**src/rtl/fft_frame_sequencer.sv**
```systemverilog
// -----------------------------------------------------------------------------
// fft_frame_sequencer
//
// Frame controller for an ADC -> sample buffer -> FFT -> Avalon writeback
// pipeline. It captures N_SAMPLES samples into the buffer, kicks the FFT,
// waits for it, kicks the writeback master, waits for it, counts the frame and
// loops while enable stays high. Both waits are bounded by TIMEOUT cycles.
//
// Parameters
//   N_SAMPLES    samples per frame (power of two, at most 512)
//   TIMEOUT      maximum cycles spent in WAIT_FFT or WAIT_UNLOAD
//
// Ports
//   clk          system clock, rising edge
//   n_rst        asynchronous active-low reset
//   enable       run frames continuously while high
//   sample_valid one ADC sample present this cycle
//   cap_we       sample buffer write enable (CAPTURE only)
//   cap_addr     sample buffer write address
//   fft_start    one-cycle FFT start pulse
//   fft_done     FFT complete
//   unload_start one-cycle writeback start pulse
//   unload_done  writeback of the frame complete
//   unload_err   writeback saw a non-OKAY response
//   clear_err    clears err_code (leaving ERROR) and the overrun flag
//   busy         state is neither IDLE nor ERROR
//   frame_cnt    completed frames, wraps 255 -> 0
//   err_code     00 none, 01 FFT timeout, 10 unload error, 11 unload timeout
//   overrun      sticky: a sample arrived while no capture was possible
// -----------------------------------------------------------------------------
module fft_frame_sequencer #(
    parameter int N_SAMPLES = 512,
    parameter int TIMEOUT   = 4096
) (
    input  logic       clk,
    input  logic       n_rst,
    input  logic       enable,
    input  logic       sample_valid,
    output logic       cap_we,
    output logic [8:0] cap_addr,
    output logic       fft_start,
    input  logic       fft_done,
    output logic       unload_start,
    input  logic       unload_done,
    input  logic       unload_err,
    input  logic       clear_err,
    output logic       busy,
    output logic [7:0] frame_cnt,
    output logic [1:0] err_code,
    output logic       overrun
);

    localparam int              TW          = (TIMEOUT > 2) ? $clog2(TIMEOUT) : 1;
    localparam logic [8:0]      LAST_SAMPLE = 9'(N_SAMPLES - 1);
    localparam logic [TW-1:0]   LAST_TICK   = TW'(TIMEOUT - 1);

    localparam logic [1:0] ERR_NONE        = 2'b00;
    localparam logic [1:0] ERR_FFT_TIMEOUT = 2'b01;
    localparam logic [1:0] ERR_UNLOAD      = 2'b10;
    localparam logic [1:0] ERR_UNLOAD_TMO  = 2'b11;

    typedef enum logic [2:0] {
        S_IDLE,
        S_CAPTURE,
        S_START_FFT,
        S_WAIT_FFT,
        S_START_UNLOAD,
        S_WAIT_UNLOAD,
        S_ERROR
    } state_t;

    state_t          r_state,      w_state_next;
    logic [8:0]      r_sample_cnt, w_sample_cnt_next;
    logic [TW-1:0]   r_timer,      w_timer_next;
    logic [7:0]      r_frame_cnt,  w_frame_cnt_next;
    logic [1:0]      r_err_code,   w_err_code_next;
    logic            r_overrun,    w_overrun_next;
    logic            w_timer_expired;
    logic            w_in_processing;

    // The timer counts from 0 on the first wait cycle, so a wait state lasts
    // at most TIMEOUT cycles before giving up.
    assign w_timer_expired = (r_timer == LAST_TICK);

    // States in which the buffer is owned by the FFT/writeback path.
    assign w_in_processing = (r_state == S_START_FFT)    || (r_state == S_WAIT_FFT) ||
                             (r_state == S_START_UNLOAD) || (r_state == S_WAIT_UNLOAD);

    // NOTE: state registers use non-blocking assignments so every register
    // samples pre-edge values, independent of statement order.
    always_ff @(posedge clk or negedge n_rst) begin
        if (!n_rst) begin
            r_state      <= S_IDLE;
            r_sample_cnt <= '0;
            r_timer      <= '0;
            r_frame_cnt  <= '0;
            r_err_code   <= ERR_NONE;
            r_overrun    <= 1'b0;
        end else begin
            r_state      <= w_state_next;
            r_sample_cnt <= w_sample_cnt_next;
            r_timer      <= w_timer_next;
            r_frame_cnt  <= w_frame_cnt_next;
            r_err_code   <= w_err_code_next;
            r_overrun    <= w_overrun_next;
        end
    end

    // NOTE: every signal written here gets a default first, so no path can
    // leave one unassigned and infer a latch.
    always_comb begin
        w_state_next      = r_state;
        w_sample_cnt_next = r_sample_cnt;
        w_timer_next      = r_timer;
        w_frame_cnt_next  = r_frame_cnt;
        w_err_code_next   = r_err_code;
        cap_we            = 1'b0;
        fft_start         = 1'b0;
        unload_start      = 1'b0;

        case (r_state)
            S_IDLE: begin
                if (enable) begin
                    w_state_next      = S_CAPTURE;
                    w_sample_cnt_next = '0;
                end
            end

            S_CAPTURE: begin
                cap_we = sample_valid;
                if (!enable) begin
                    // Abort: the partial frame is simply forgotten.
                    w_state_next      = S_IDLE;
                    w_sample_cnt_next = '0;
                end else if (sample_valid) begin
                    if (r_sample_cnt == LAST_SAMPLE) begin
                        w_sample_cnt_next = '0;
                        w_state_next      = S_START_FFT;
                    end else begin
                        w_sample_cnt_next = r_sample_cnt + 9'd1;
                    end
                end
            end

            S_START_FFT: begin
                fft_start    = 1'b1;
                w_timer_next = '0;
                w_state_next = S_WAIT_FFT;
            end

            S_WAIT_FFT: begin
                w_timer_next = r_timer + 1'b1;
                if (fft_done) begin
                    w_state_next = S_START_UNLOAD;
                end else if (w_timer_expired) begin
                    w_state_next    = S_ERROR;
                    w_err_code_next = ERR_FFT_TIMEOUT;
                end
            end

            S_START_UNLOAD: begin
                unload_start = 1'b1;
                w_timer_next = '0;
                w_state_next = S_WAIT_UNLOAD;
            end

            S_WAIT_UNLOAD: begin
                w_timer_next = r_timer + 1'b1;
                // An error response poisons the frame even if done arrives too.
                if (unload_err) begin
                    w_state_next    = S_ERROR;
                    w_err_code_next = ERR_UNLOAD;
                end else if (unload_done) begin
                    w_frame_cnt_next  = r_frame_cnt + 8'd1;
                    w_sample_cnt_next = '0;
                    w_state_next      = enable ? S_CAPTURE : S_IDLE;
                end else if (w_timer_expired) begin
                    w_state_next    = S_ERROR;
                    w_err_code_next = ERR_UNLOAD_TMO;
                end
            end

            S_ERROR: begin
                if (clear_err) begin
                    w_state_next    = S_IDLE;
                    w_err_code_next = ERR_NONE;
                end
            end

            default: begin
                w_state_next = S_IDLE;
            end
        endcase
    end

    // Overrun is sticky; the acknowledge takes priority over a new drop.
    always_comb begin
        w_overrun_next = r_overrun;
        if (clear_err) begin
            w_overrun_next = 1'b0;
        end else if (sample_valid && enable && w_in_processing) begin
            w_overrun_next = 1'b1;
        end
    end

    assign cap_addr  = r_sample_cnt;
    assign busy      = (r_state != S_IDLE) && (r_state != S_ERROR);
    assign frame_cnt = r_frame_cnt;
    assign err_code  = r_err_code;
    assign overrun   = r_overrun;

endmodule
```
**config.mk**
```make
export PLATFORM = sky130hd
export DESIGN_NAME = fft_frame_sequencer
export DESIGN_NICKNAME = d
export VERILOG_FILES = /design/src/rtl/fft_frame_sequencer.sv
export SDC_FILE = /design/constraint.sdc
export NUM_CORES = 1
export LEC_CHECK = 0
export CAP_MARGIN = 20
export CORE_MARGIN = 2
export CORE_UTILIZATION = 45
export DETAILED_ROUTE_END_ITERATION = 10
export PLACE_DENSITY = 0.65
export SETUP_SLACK_MARGIN = 0.02
export SYNTH_ARGS = -nofsm -noshare
export SYNTH_HDL_FRONTEND = slang
export SYNTH_SLANG_ARGS = --single-unit
```
**constraint.sdc**
```tcl
create_clock -name clk -period 2.31 [get_ports clk]
set_clock_uncertainty 0.2 [all_clocks]
set_input_delay 0.462 -clock clk [delete_from_list [all_inputs] [get_ports clk]]
set_output_delay 0.462 -clock clk [all_outputs]
set_load 0.02 [all_outputs]
```
# ---- After elaboration in Yosys (flattened, before gate mapping)
# Cells that the tools add are included.
dict set report word_totals {
  regBits 35
  output_inout_bits 24
  wordCells 78
}
dict set report op_classes {
  addsub 3
  eq_ne 19
  mux 31
  bitwise_logic 1
  n_reduce_logical 18
}
# op n
set op_table {}
lappend op_table {{9-bit two-way mux} 6}
lappend op_table {{3-bit two-way mux} 9}
lappend op_table {{9-bit one-hot mux with 3 select lines} 1}
lappend op_table {{12-bit one-hot mux with 2 select lines} 1}
lappend op_table {{3-bit one-hot mux with 7 select lines} 1}
lappend op_table {{3-bit inequality test (second input constant)} 5}
lappend op_table {{12-bit by 1-bit adder with 12-bit output (second input constant)} 1}
lappend op_table {{12-bit equality test (second input constant)} 1}
lappend op_table {{2-bit two-way mux} 6}
lappend op_table {{2-bit inequality test (second input constant)} 6}
lappend op_table {{9-bit by 1-bit adder with 9-bit output (second input constant)} 1}
lappend op_table {{3-bit equality test (second input constant)} 3}
lappend op_table {{9-bit equality test (second input constant)} 1}
lappend op_table {{3-bit nonzero test} 3}
lappend op_table {{8-bit by 1-bit adder with 8-bit output (second input constant)} 1}
lappend op_table {{3-bit by 2-bit equality test with 1-bit output (second input constant)} 2}
lappend op_table {{1-bit two-way mux} 6}
lappend op_table {{2-bit one-hot mux with 3 select lines} 1}
lappend op_table {{6-bit AND reduction} 1}
lappend op_table {{5-bit AND reduction} 1}
lappend op_table {{4-bit AND reduction} 1}
lappend op_table {{2-bit nonzero test} 2}
lappend op_table {{2-bit OR reduction} 2}
lappend op_table {{3-bit by 1-bit equality test with 1-bit output (second input constant)} 1}
lappend op_table {{other kinds (5)} 9}

# ---- Logic depth before layout (Yosys ltp)
dict set report logic_depth {
  ltp_word 7
  ltp_mapped 8
  mapped_depth_nobuf 8
}

# ---- Worst setup path before layout
# OpenSTA, ideal clock, no wires.
dict set report synth_path {
  path_type {register to output}
  start {reg r_state[0]}
  end {out fft_start}
  arrival_ns 1.352
  required_time_ns 1.648
  slack_ns 0.296
  path_stages_with_launch 4
  n_path_buf 2
  cell_sequence {dfrtp_1 clkbuf_1 clkbuf_1 nor3b_1}
}
dict set report synth_between {
  elab_chain_cells 2
}
# element line
set synth_lines {}
lappend synth_lines {{from (decl)} 72} ;# state_t r_state, w_state_next;
lappend synth_lines {{from (signal assigned)} 100} ;# r_state <= w_state_next;
lappend synth_lines {{3-bit by 2-bit equality test with 1-bit output} 121} ;# case (r_state)
lappend synth_lines {{1-bit two-way mux} 121}
lappend synth_lines {{to (decl)} 41} ;# output logic fft_start,
# Every way passes these cells.

# ---- Worst setup path after layout
dict set report layout_path {
  start {reg r_state[1]}
  end {out busy}
}
dict set report layout_between {
  elab_chain_cells 2
  word_cells_on_any_way 3
}
# element line
set layout_lines {}
lappend layout_lines {{3-bit inequality test / 3-bit nonzero test (equally long branches)} 207} ;# assign busy = (r_state != S_IDLE) && (r_state != S_ERROR);
lappend layout_lines {{1-bit logical AND (*)} 207}
lappend layout_lines {{to (decl)} 47} ;# output logic busy,
# Every way passes the cells marked *; elsewhere a longest branch is shown, timed or not.

==> qor.txt <==
final net count = 270
initial antenna violation count = 0
syn_nets = 222
# IOs = 32
layout cells sized above 1 = 0.136
RePlAce Congestion = 0.811
relative slew slack = 0.563
Seq/Total Area, Yosys = 0.439
Pleak = 1.12 nW
Comb pwr share = 0.413
Pre-Repair DR Iteration Count = 4
largest area contributor in the netlist = dfrtp_1
Power per Cell Area = 953 nW/um^2
Final Cell Area = 2610 sq um
Yosys cell types = 53
Setup-failing EPs final = 0
clk root buf = clkbuf_8
critical path capture point type = primary output
vias per cell = 5.55
Syn Area/Cell = 9.55 sq um
WS Path Type = register to primary output
CP Data Arrival Time = 1.56 ns
RSZ-0062 raised after global routing = false
Synth top area share = 0.439
kind of start point of the critical path = register
Routed WL = 4.35 mm
crit share post-route = 0.961
Area after DPL = 2470 sq um
Final Max Slew Viols = 0
CP Max Fanout = 9
FF+latch count, synth = 35
hold slack = 0.274 ns
status = completed
Reg clk slew, reported paths = 0.08 ns
via count = 1722
H-tree levels = 2
Post-CTS Repair Setup Buffers = 0
Area Growth Syn to Fin = 30.6%
final hold violations = 0
Initial Util = 0.462
Req. time, crit path = 1.65 ns
Iter 0 DRT Violations = 118
DRC = 0
Die Wd = 70.6 microns
clk buf depth = 2
Skew-Pair Late Insertion Delay = 0.29 ns
switch share = 0.359
Port Buf Inserts = 31
Int Power = 1.59 mW
Rows = 24
post-DP HPWL = 3.11 mm
area of the die = 4980 sq um
cell area after synthesis = 2000 sq um
commonest cells in the netlist = dfrtp_1, nand2_1, nor2_1
async set-or-reset flop fraction in the synthesized netlist = 1.00
total track usage = 0.188
die height = 70.6 microns
Synth area leaders = dfrtp_1, xnor2_1, ha_1
Gate Count Post-Synth = 209
max cap viols = 0
CTS tree = done
Post-synth EDFFs = 0
Min-Delay Path Class = register to register
Most used DFF post-synth = dfrtp_1
Seq pwr share = 0.318
worst-margin pin slew = 0.655 ns
diode count = 0
cts bufs inserted = 5
flop-to-flop setup slack = 0.22 ns
cell with the most instances after synthesis = dfrtp_1
yosys warns = 0
largest net degree at the start of global routing = 36
f_max = 450 MHz
core area = 4320 sq um
first-pass GRT wire length = 7.52 mm
Overall Power = 2.48 mW
Max VDD drop = 0.602 mV
clock power share = 0.269
vias in the first global route = 1610
ANT nets after route = 0
Final min period = 2.22 ns
Psw = 0.893 mW
clock sink count = 35
total gr overflow = 0
core utilization of the finished layout = 0.603
Avg WL per Cell = 14.0 microns
==> repair_timing <==
action	in CTS	in global routing
hold buffers	0	0
gates resized for setup	6	0
endpoints found under the setup margin	4	0
==> worst max-delay path, cell delays in order, from the launching register on <==
cell and delay, ns:
dfrtp_2 0.48, nor2b_1 0.17, or3_1 0.29, dlygate4sd2_1 0.32
==> final timing paths <==
check / depth (start not counted) / startpoint / to
worst max register to register: 6 / r_state[0]$_DFFE_PN0P_ / cap_addr[1]$_DFFE_PN0P_
max in group asynchronous: 2 / n_rst / r_state[0]$_DFFE_PN0P_
worst min-delay path: 1 / frame_cnt[7]$_DFFE_PN0P_ / frame_cnt[7]$_DFFE_PN0P_
worst min register to register: 1 / frame_cnt[7]$_DFFE_PN0P_ / frame_cnt[7]$_DFFE_PN0P_
min in group asynchronous: 2 / n_rst / r_state[2]$_DFFE_PN0P_
worst max-delay path: 3 / r_state[1]$_DFFE_PN0P_ / busy
==> cell type report <==
| class | instances | area, sq um |
|---|---|---|
| Clock buffer | 5 | 68.8 |
| Inverter | 8 | 30.0 |
| Tap cell | 52 | 65.1 |
| Sequential cell | 35 | 878 |
| Timing Repair Buffer | 49 | 440 |
| Clock inverter | 3 | 67.6 |
| Multi-Input combinational cell | 158 | 1060 |
| Fill cell | 389 | 1720 |
==> routing by layer <==
metal / share of wire / global-route usage
met4: 0.0087 / 0.0440
met3: 0.037 / 0.0442
met2: 0.46 / 0.287
met1: 0.49 / 0.275
met5: 0 / 0
==> power by group through the flow <==
stage,clock [mW],combinational (mW),sequential [mW]
2_1_floorplan,0,0.603,0.822
4_1_cts,0.680,1.03,0.788
6_report,0.668,1.03,0.789
3_3_place_gp,0,1.04,0.794
3_5_place_dp,0,1.05,0.794
5_1_grt,0.704,1.14,0.801
==> logic make-up after synthesis <==
logic type / count (synthesis) / synth area share
xor gates and xnor gates: 16 / 0.0702
adders and majority gates: 5 / 0.0313
and+or+nand+nor: 89 / 0.257
DFF: 35 / 0.439
buffers and inverters: 16 / 0.0320
AOI/OAI and AO/OA: 46 / 0.160
muxes: 2 / 0.0107
==> sequential cells by signal, summed over array words and instances, names as in the netlist <==
register	flops
overrun	1
cap_addr	9
r_timer	12
r_state	3
err_code	2
frame_cnt	8
==> cells in the final DEF, fill, tap and decap left out, types with 6 or more instances in the layout <==
| master | instances |
|---|---|
| nand2_1 | 16 |
| nand3_1 | 11 |
| buf_4 | 18 |
| nor2_1 | 13 |
| clkdlybuf4s50_1 | 27 |
| a21oi_1 | 8 |
| o211ai_1 | 6 |
| xnor2_1 | 12 |
| dfrtp_1 | 33 |
| nand4_1 | 9 |
| inv_1 | 8 |
==> per-stage QoR <==
| step | cells | worst slack (ns) | TNS, ns |
|---|---|---|---|
| after floorplan | 209 | 0.296 | 0 |
| after detailed placement | 302 | -0.105 | -0.694 |
| final | 310 | 0.0901 | 0 |
| after global placement | 302 | -0.111 | -0.426 |
| after global routing | 310 | 0.0336 | 0 |
| after CTS | 310 | 0.0910 | 0 |
(Power assumes the default switching activity.)
